===== config.mk =====
export PLATFORM = sky130hd
export DESIGN_NAME = eth_tx_sched_encap
export DESIGN_NICKNAME = d
export VERILOG_FILES = /design/src/rtl/eth_tx_sched_encap.sv
export SDC_FILE = /design/constraint.sdc
export NUM_CORES = 1
export LEC_CHECK = 0
export ABC_AREA = 0
export CELL_PAD_IN_SITES_DETAIL_PLACEMENT = 0
export CELL_PAD_IN_SITES_GLOBAL_PLACEMENT = 1
export CORE_UTILIZATION = 39
export CTS_CLUSTER_SIZE = 20
export DETAILED_ROUTE_END_ITERATION = 10
export PLACE_DENSITY_LB_ADDON = 0.1
export REMOVE_ABC_BUFFERS = 1
export SLEW_MARGIN = 20
export SYNTH_ARGS = -nofsm -noshare
export SYNTH_HDL_FRONTEND = slang
export SYNTH_SLANG_ARGS = --single-unit

===== constraint.sdc =====
create_clock -name clk -period 2.97 [get_ports clk]
set_input_delay 0.7425 -clock clk [delete_from_list [all_inputs] [get_ports clk]]
set_output_delay 0.7425 -clock clk [all_outputs]
set_load 0.1 [all_outputs]

===== src/rtl/eth_tx_sched_encap.sv =====
// eth_tx_sched_encap: round-robin channel scheduler and Ethernet framer (preamble..FCS, IFG) driving GMII TX.
// Build option: define TX_VLAN_EN to insert an 802.1Q tag built from VLAN_TCI after the source MAC.
module eth_tx_sched_encap #(
    parameter int          N_CH      = 2,
    parameter logic [47:0] DST_MAC   = 48'h40ac14dfbb66,
    parameter logic [47:0] SRC_MAC   = 48'he044e435dba6,
    parameter int          IFG_BYTES = 12,
    parameter int          MAX_LEN   = 1500,
    parameter logic [15:0] VLAN_TCI  = 16'h0001
) (
    input  logic               clk,
    input  logic               arst_n,
    input  logic [N_CH-1:0]    ch_rdy,
    input  logic [N_CH*11-1:0] ch_len,
    input  logic [N_CH*16-1:0] ch_type,
    input  logic [N_CH*8-1:0]  ch_data,
    output logic [N_CH-1:0]    ch_ren,
    output logic [N_CH-1:0]    ch_done,
    output logic [N_CH-1:0]    ch_err,
    output logic               tx_en,
    output logic [7:0]         txd,
    output logic               busy
);
    localparam int IW = (N_CH > 1) ? $clog2(N_CH) : 1;
`ifdef TX_VLAN_EN
    localparam logic [10:0] PAD_MIN = 11'd42;
`else
    localparam logic [10:0] PAD_MIN = 11'd46;
`endif
    localparam logic [10:0] MAX_L    = 11'(MAX_LEN);
    localparam logic [10:0] IFG_LAST = 11'(IFG_BYTES - 1);
    localparam logic [31:0] VLAN_TAG = {16'h8100, VLAN_TCI};

    typedef enum logic [3:0] {
        S_IDLE, S_PRE, S_SFD, S_DST, S_SRC, S_VLAN, S_TYPE, S_PAY, S_PAD, S_FCS, S_IFG
    } state_t;

    state_t        state, state_n;
    logic [10:0]   bcnt, bcnt_n;
    logic [IW-1:0] gnt, rr_ptr, pick;
    logic          found, grant, len_bad, accept, crc_en;
    logic [10:0]   len, pick_len, pad_last;
    logic [15:0]   etype;
    logic [31:0]   crc, crc_inv;

    function automatic logic [31:0] crc_step(input logic [31:0] c, input logic [7:0] d);
        logic [31:0] r;
        r = c ^ {24'h0, d};
        for (int i = 0; i < 8; i++) r = r[0] ? ((r >> 1) ^ 32'hEDB88320) : (r >> 1);
        return r;
    endfunction

    // First ready channel at or above rr_ptr, wrapping.
    always_comb begin
        // NOTE: defaults assigned before the loop so no path leaves found/pick unassigned (no latch).
        found = 1'b0;
        pick  = rr_ptr;
        for (int k = 0; k < N_CH; k++) begin
            if (!found && ch_rdy[(int'(rr_ptr) + k) % N_CH]) begin
                found = 1'b1;
                pick  = IW'((int'(rr_ptr) + k) % N_CH);
            end
        end
    end

    assign pick_len = ch_len[11*int'(pick) +: 11];
    assign len_bad  = (pick_len == 11'd0) || (pick_len > MAX_L);
    assign grant    = arst_n && (state == S_IDLE) && found;
    assign accept   = grant && !len_bad;
    assign pad_last = PAD_MIN - len - 11'd1;
    assign crc_inv  = ~crc;
    assign busy     = (state != S_IDLE);

    always_comb begin
        state_n = state;
        bcnt_n  = bcnt + 11'd1;
        tx_en   = 1'b0;
        txd     = 8'h00;
        crc_en  = 1'b0;
        ch_ren  = '0;
        ch_done = '0;
        ch_err  = '0;
        case (state)
            S_IDLE: begin
                bcnt_n = '0;
                if (grant && len_bad) ch_err[pick] = 1'b1;
                if (accept) state_n = S_PRE;
            end
            S_PRE: begin
                tx_en = 1'b1;
                txd   = 8'h55;
                if (bcnt == 11'd6) begin state_n = S_SFD; bcnt_n = '0; end
            end
            S_SFD: begin
                tx_en   = 1'b1;
                txd     = 8'hD5;
                state_n = S_DST;
                bcnt_n  = '0;
            end
            S_DST: begin
                tx_en  = 1'b1;
                crc_en = 1'b1;
                txd    = DST_MAC[8*(5 - int'(bcnt[2:0])) +: 8];
                if (bcnt == 11'd5) begin state_n = S_SRC; bcnt_n = '0; end
            end
            S_SRC: begin
                tx_en  = 1'b1;
                crc_en = 1'b1;
                txd    = SRC_MAC[8*(5 - int'(bcnt[2:0])) +: 8];
                if (bcnt == 11'd5) begin
`ifdef TX_VLAN_EN
                    state_n = S_VLAN;
`else
                    state_n = S_TYPE;
`endif
                    bcnt_n = '0;
                end
            end
            S_VLAN: begin
                tx_en  = 1'b1;
                crc_en = 1'b1;
                txd    = VLAN_TAG[8*(3 - int'(bcnt[1:0])) +: 8];
                if (bcnt == 11'd3) begin state_n = S_TYPE; bcnt_n = '0; end
            end
            S_TYPE: begin
                tx_en  = 1'b1;
                crc_en = 1'b1;
                txd    = bcnt[0] ? etype[7:0] : etype[15:8];
                if (bcnt == 11'd1) begin state_n = S_PAY; bcnt_n = '0; end
            end
            S_PAY: begin
                tx_en       = 1'b1;
                crc_en      = 1'b1;
                txd         = ch_data[8*int'(gnt) +: 8];
                ch_ren[gnt] = 1'b1;
                if (bcnt == len - 11'd1) begin
                    state_n = (len < PAD_MIN) ? S_PAD : S_FCS;
                    bcnt_n  = '0;
                end
            end
            S_PAD: begin
                tx_en  = 1'b1;
                crc_en = 1'b1;
                if (bcnt == pad_last) begin state_n = S_FCS; bcnt_n = '0; end
            end
            S_FCS: begin
                tx_en = 1'b1;
                txd   = crc_inv[8*int'(bcnt[1:0]) +: 8];
                if (bcnt == 11'd3) begin state_n = S_IFG; bcnt_n = '0; end
            end
            S_IFG: begin
                if (bcnt == 11'd0) ch_done[gnt] = 1'b1;
                if (bcnt == IFG_LAST) begin state_n = S_IDLE; bcnt_n = '0; end
            end
            default: state_n = S_IDLE;
        endcase
    end

    // CRC re-initialises at every grant so a frame truncated by reset leaves no residue.
    always_ff @(posedge clk or negedge arst_n) begin
        if (!arst_n) begin
            state  <= S_IDLE;
            bcnt   <= '0;
            gnt    <= '0;
            rr_ptr <= '0;
            len    <= '0;
            etype  <= '0;
            crc    <= '1;
        end else begin
            // NOTE: non-blocking assignments so every register samples pre-edge values.
            state <= state_n;
            bcnt  <= bcnt_n;
            if (grant) begin
                gnt    <= pick;
                len    <= pick_len;
                etype  <= ch_type[16*int'(pick) +: 16];
                rr_ptr <= (pick == IW'(N_CH - 1)) ? '0 : pick + IW'(1);
                crc    <= '1;
            end else if (crc_en) begin
                crc <= crc_step(crc, txd);
            end
        end
    end
endmodule


==> impl_metrics.env <==
export IMPL_root_buffer="clkbuf_16"
export IMPL_clkLatencyLatePin_ns=0.36
export IMPL_end_kind="output port"
export IMPL_die_area_um2=16400
export IMPL_grt_pass1_vias=5809
export IMPL_vias_per_cell=5.35
export IMPL_hold_viol_final=0
export IMPL_ys_flop_type="dfrtp_1"
export IMPL_synth_compound_area_share_pct=17.1
export IMPL_routed_via_count=5859
export IMPL_rows=45
export IMPL_slew_violations=0
export IMPL_synth_top_family_by_area="XOR/XNOR gates"
export IMPL_clockBufferDepth=2
export IMPL_drt_total_wl_mm=19.7
export IMPL_syn_avg_cell_area_um2=9.45
export IMPL_track_usage_pct=24.9
export IMPL_place_area_um2=8270
export IMPL_antenna_found_initial=0
export IMPL_syn_to_final_growth_pct=59.1
export IMPL_finClkSkew_ns=0.0155
export IMPL_io_buffers=89
export IMPL_yosysWarnings=0
export IMPL_max_cap_viol_count=0
export IMPL_yosys_area_share_simple_pct=15.5
export IMPL_stdcell_area_um2=9830
export IMPL_finalSetupViolCount=14
export IMPL_cts_sinks=76
export IMPL_syn_area_um2=6180
export IMPL_pre_cts_ws_ns=-0.679
export IMPL_cp_arrival_ns=2.38
export IMPL_htree_levels=3
export IMPL_syn_inst=654
export IMPL_fillers=1237
export IMPL_slew_headroom_pct=33.8
export IMPL_holdBufCountCts=0
export IMPL_max_freq_mhz=320
export IMPL_final_setup_worst_slack_ns=-0.154
export IMPL_place_congestion=0.892
export IMPL_drtIter0Drc=239
export IMPL_synthXorXnorAreaFrac_pct=18.5
export IMPL_synth_mux_area_share_pct=10.4
export IMPL_worst_pin_slew_ns=0.991
export IMPL_synth_async_reset_ratio_pct=100
export IMPL_critical_path_required_ns=2.23
export IMPL_min_period_ns=3.12
export IMPL_yosysSeqAreaShare_pct=31.4
export IMPL_nets=963
export IMPL_start_util_pct=40.4
export IMPL_yosys_cell_types_count=75
export IMPL_seq_area_um2=1950
export IMPL_grt_pass1_wl_mm=31.1
export IMPL_die_x_um=128
export IMPL_post_route_drc_count=0
export IMPL_drive_gt1_share_pct=42.4
export IMPL_rsz0062_at_grt="true"
export IMPL_firstDrtPassIters=4
export IMPL_status="finished, violations left"
export IMPL_synth_edf_count=0
export IMPL_grt_max_degree=47
export IMPL_grt_ovfl_total=0
export IMPL_violations="setup timing"
export IMPL_clk_pin_slew_ns=0.07
export IMPL_ys_ff_latch=76
export IMPL_cp_max_fo=5
export IMPL_hpwl_mm=14.1
export IMPL_fp_dieH_um=128
export IMPL_ios=90
export IMPL_hp_class="flop to flop"
export IMPL_fin_crit_sh_pct=105
export IMPL_cts_buffers=9
export IMPL_ant_nets=0
export IMPL_core_area_um2=15300
export IMPL_cts_tree="done"
export IMPL_synth_fa_ha_area_share_pct=2.23
export IMPL_multi_input_area_um2=4570
export IMPL_wl_per_cell_um=18.0
export IMPL_crit_path_start_kind="flop"
export IMPL_crit_type="flop to output port"
-- sequential cells by signal (all words and copies together), names as in the netlist --
name    cells
rr_ptr      1
gnt         1
crc        32
state       4
etype      16
bcnt       11
len        11
-- worst paths after layout --
kind                           start        end  slack [ns]  cells past startpoint
max                          bcnt[0]     txd[0]       -0.15                     11
min                        etype[11]  etype[11]        0.53                      2
max reg2reg                 state[3]    crc[26]       -0.04                     11
min reg2reg                etype[11]  etype[11]        0.53                      2
max in group asynchronous     arst_n   state[1]        1.49                      3
min in group asynchronous     arst_n   etype[1]        0.56                      2
-- cell usage in the layout, fill, tap and decap left out, drive strengths merged, types with 6 or more instances in the layout --
cell / n
xnor3: 9
dfrtp: 44
a31oi: 8
nand2: 18
xor2: 21
o21ai: 14
buf: 193
xnor2: 65
a21oi: 80
inv: 22
nor3: 38
o22ai: 11
mux2i: 44
nand2b: 13
dlygate4sd2: 18
clkdlybuf4s50: 48
clkbuf: 11
ha: 11
mux4: 8
dfstp: 32
nand3: 11
a211oi: 6
nor4: 9
o211ai: 6
nor2: 55
-- layout make-up --
cell class	count	share of cell area (%)
clock inverter	6	0.954
multi-input combinational	507	46.5
sequential	76	19.8
timing repair buffer	264	26.7
clock buffer	10	2.43
tap	211	2.68
antenna	1	0.0254
inverter	20	0.942
-- critical path: stages (launching register included) --
cell,delay (ns)
dfrtp_2,0.42
buf_12,0.16
inv_8,0.04
ha_4,0.25
and2_4,0.14
o22ai_2,0.06
a211o_1,0.31
a31oi_4,0.23
buf_6,0.15
buf_6,0.08
inv_2,0.03
buf_12,0.15
-- what timing repair did --
item                                    4_1_cts  5_1_grt
gates resized for setup                     138       82
cloned                                        2        0
setup buffers                                38       17
endpoints found under the setup margin       44       50
pin swaps                                    44       48
-- through the flow --
step	std cells	setup TNS, ns	hold WS (ns)	utilization, %
5_1_grt	1094	-2.35	0.557	64.2
2_1_floorplan	603	-148.76	0.447	-
3_3_place_gp	1026	-12.35	0.506	54.0
6_report	1095	-0.965	0.532	64.2
3_5_place_dp	1026	-12.28	0.519	54.0
4_1_cts	1081	-1.97	0.533	61.1
-- kinds of logic (layout without fill, tap and decap cells) --
| family | after synthesis | in the layout |
|---|---|---|
| adders and majority gates | 11 | 11 |
| buffers and inverters | 71 | 300 |
| other | 0 | 1 |
| AOI/OAI and AO/OA | 161 | 161 |
| DFF | 76 | 76 |
| muxes | 54 | 54 |
| xor gates and xnor gates | 99 | 99 |
| and+or+nand+nor | 182 | 182 |
-- metal layers --
metal | share of wire [%] | global-route usage, % | routed length (µm)
met1 | 45 | 34.0 | 8780
met2 | 48 | 39.7 | 9510
met5 | 0 | 0 | 0
met4 | 2.3 | 9.55 | 461
met3 | 4.8 | 3.67 | 954
-- cell usage after synthesis (13+ instances only) --
cell type	instances	area, µm²
mux2i_1	44	440
dfstp_2	32	841
xor2_1	20	175
inv_1	20	75.1
xnor2_1	57	499
nor3_1	38	190
a21oi_1	80	400
nand2b_1	13	81.3
clkbuf_1	37	139
nor2_1	55	206
nand2_1	18	67.6
dfrtp_1	44	1100
Power is not shown: default switching activity piles up to over one toggle a cycle in this logic, so the estimate is an artifact.
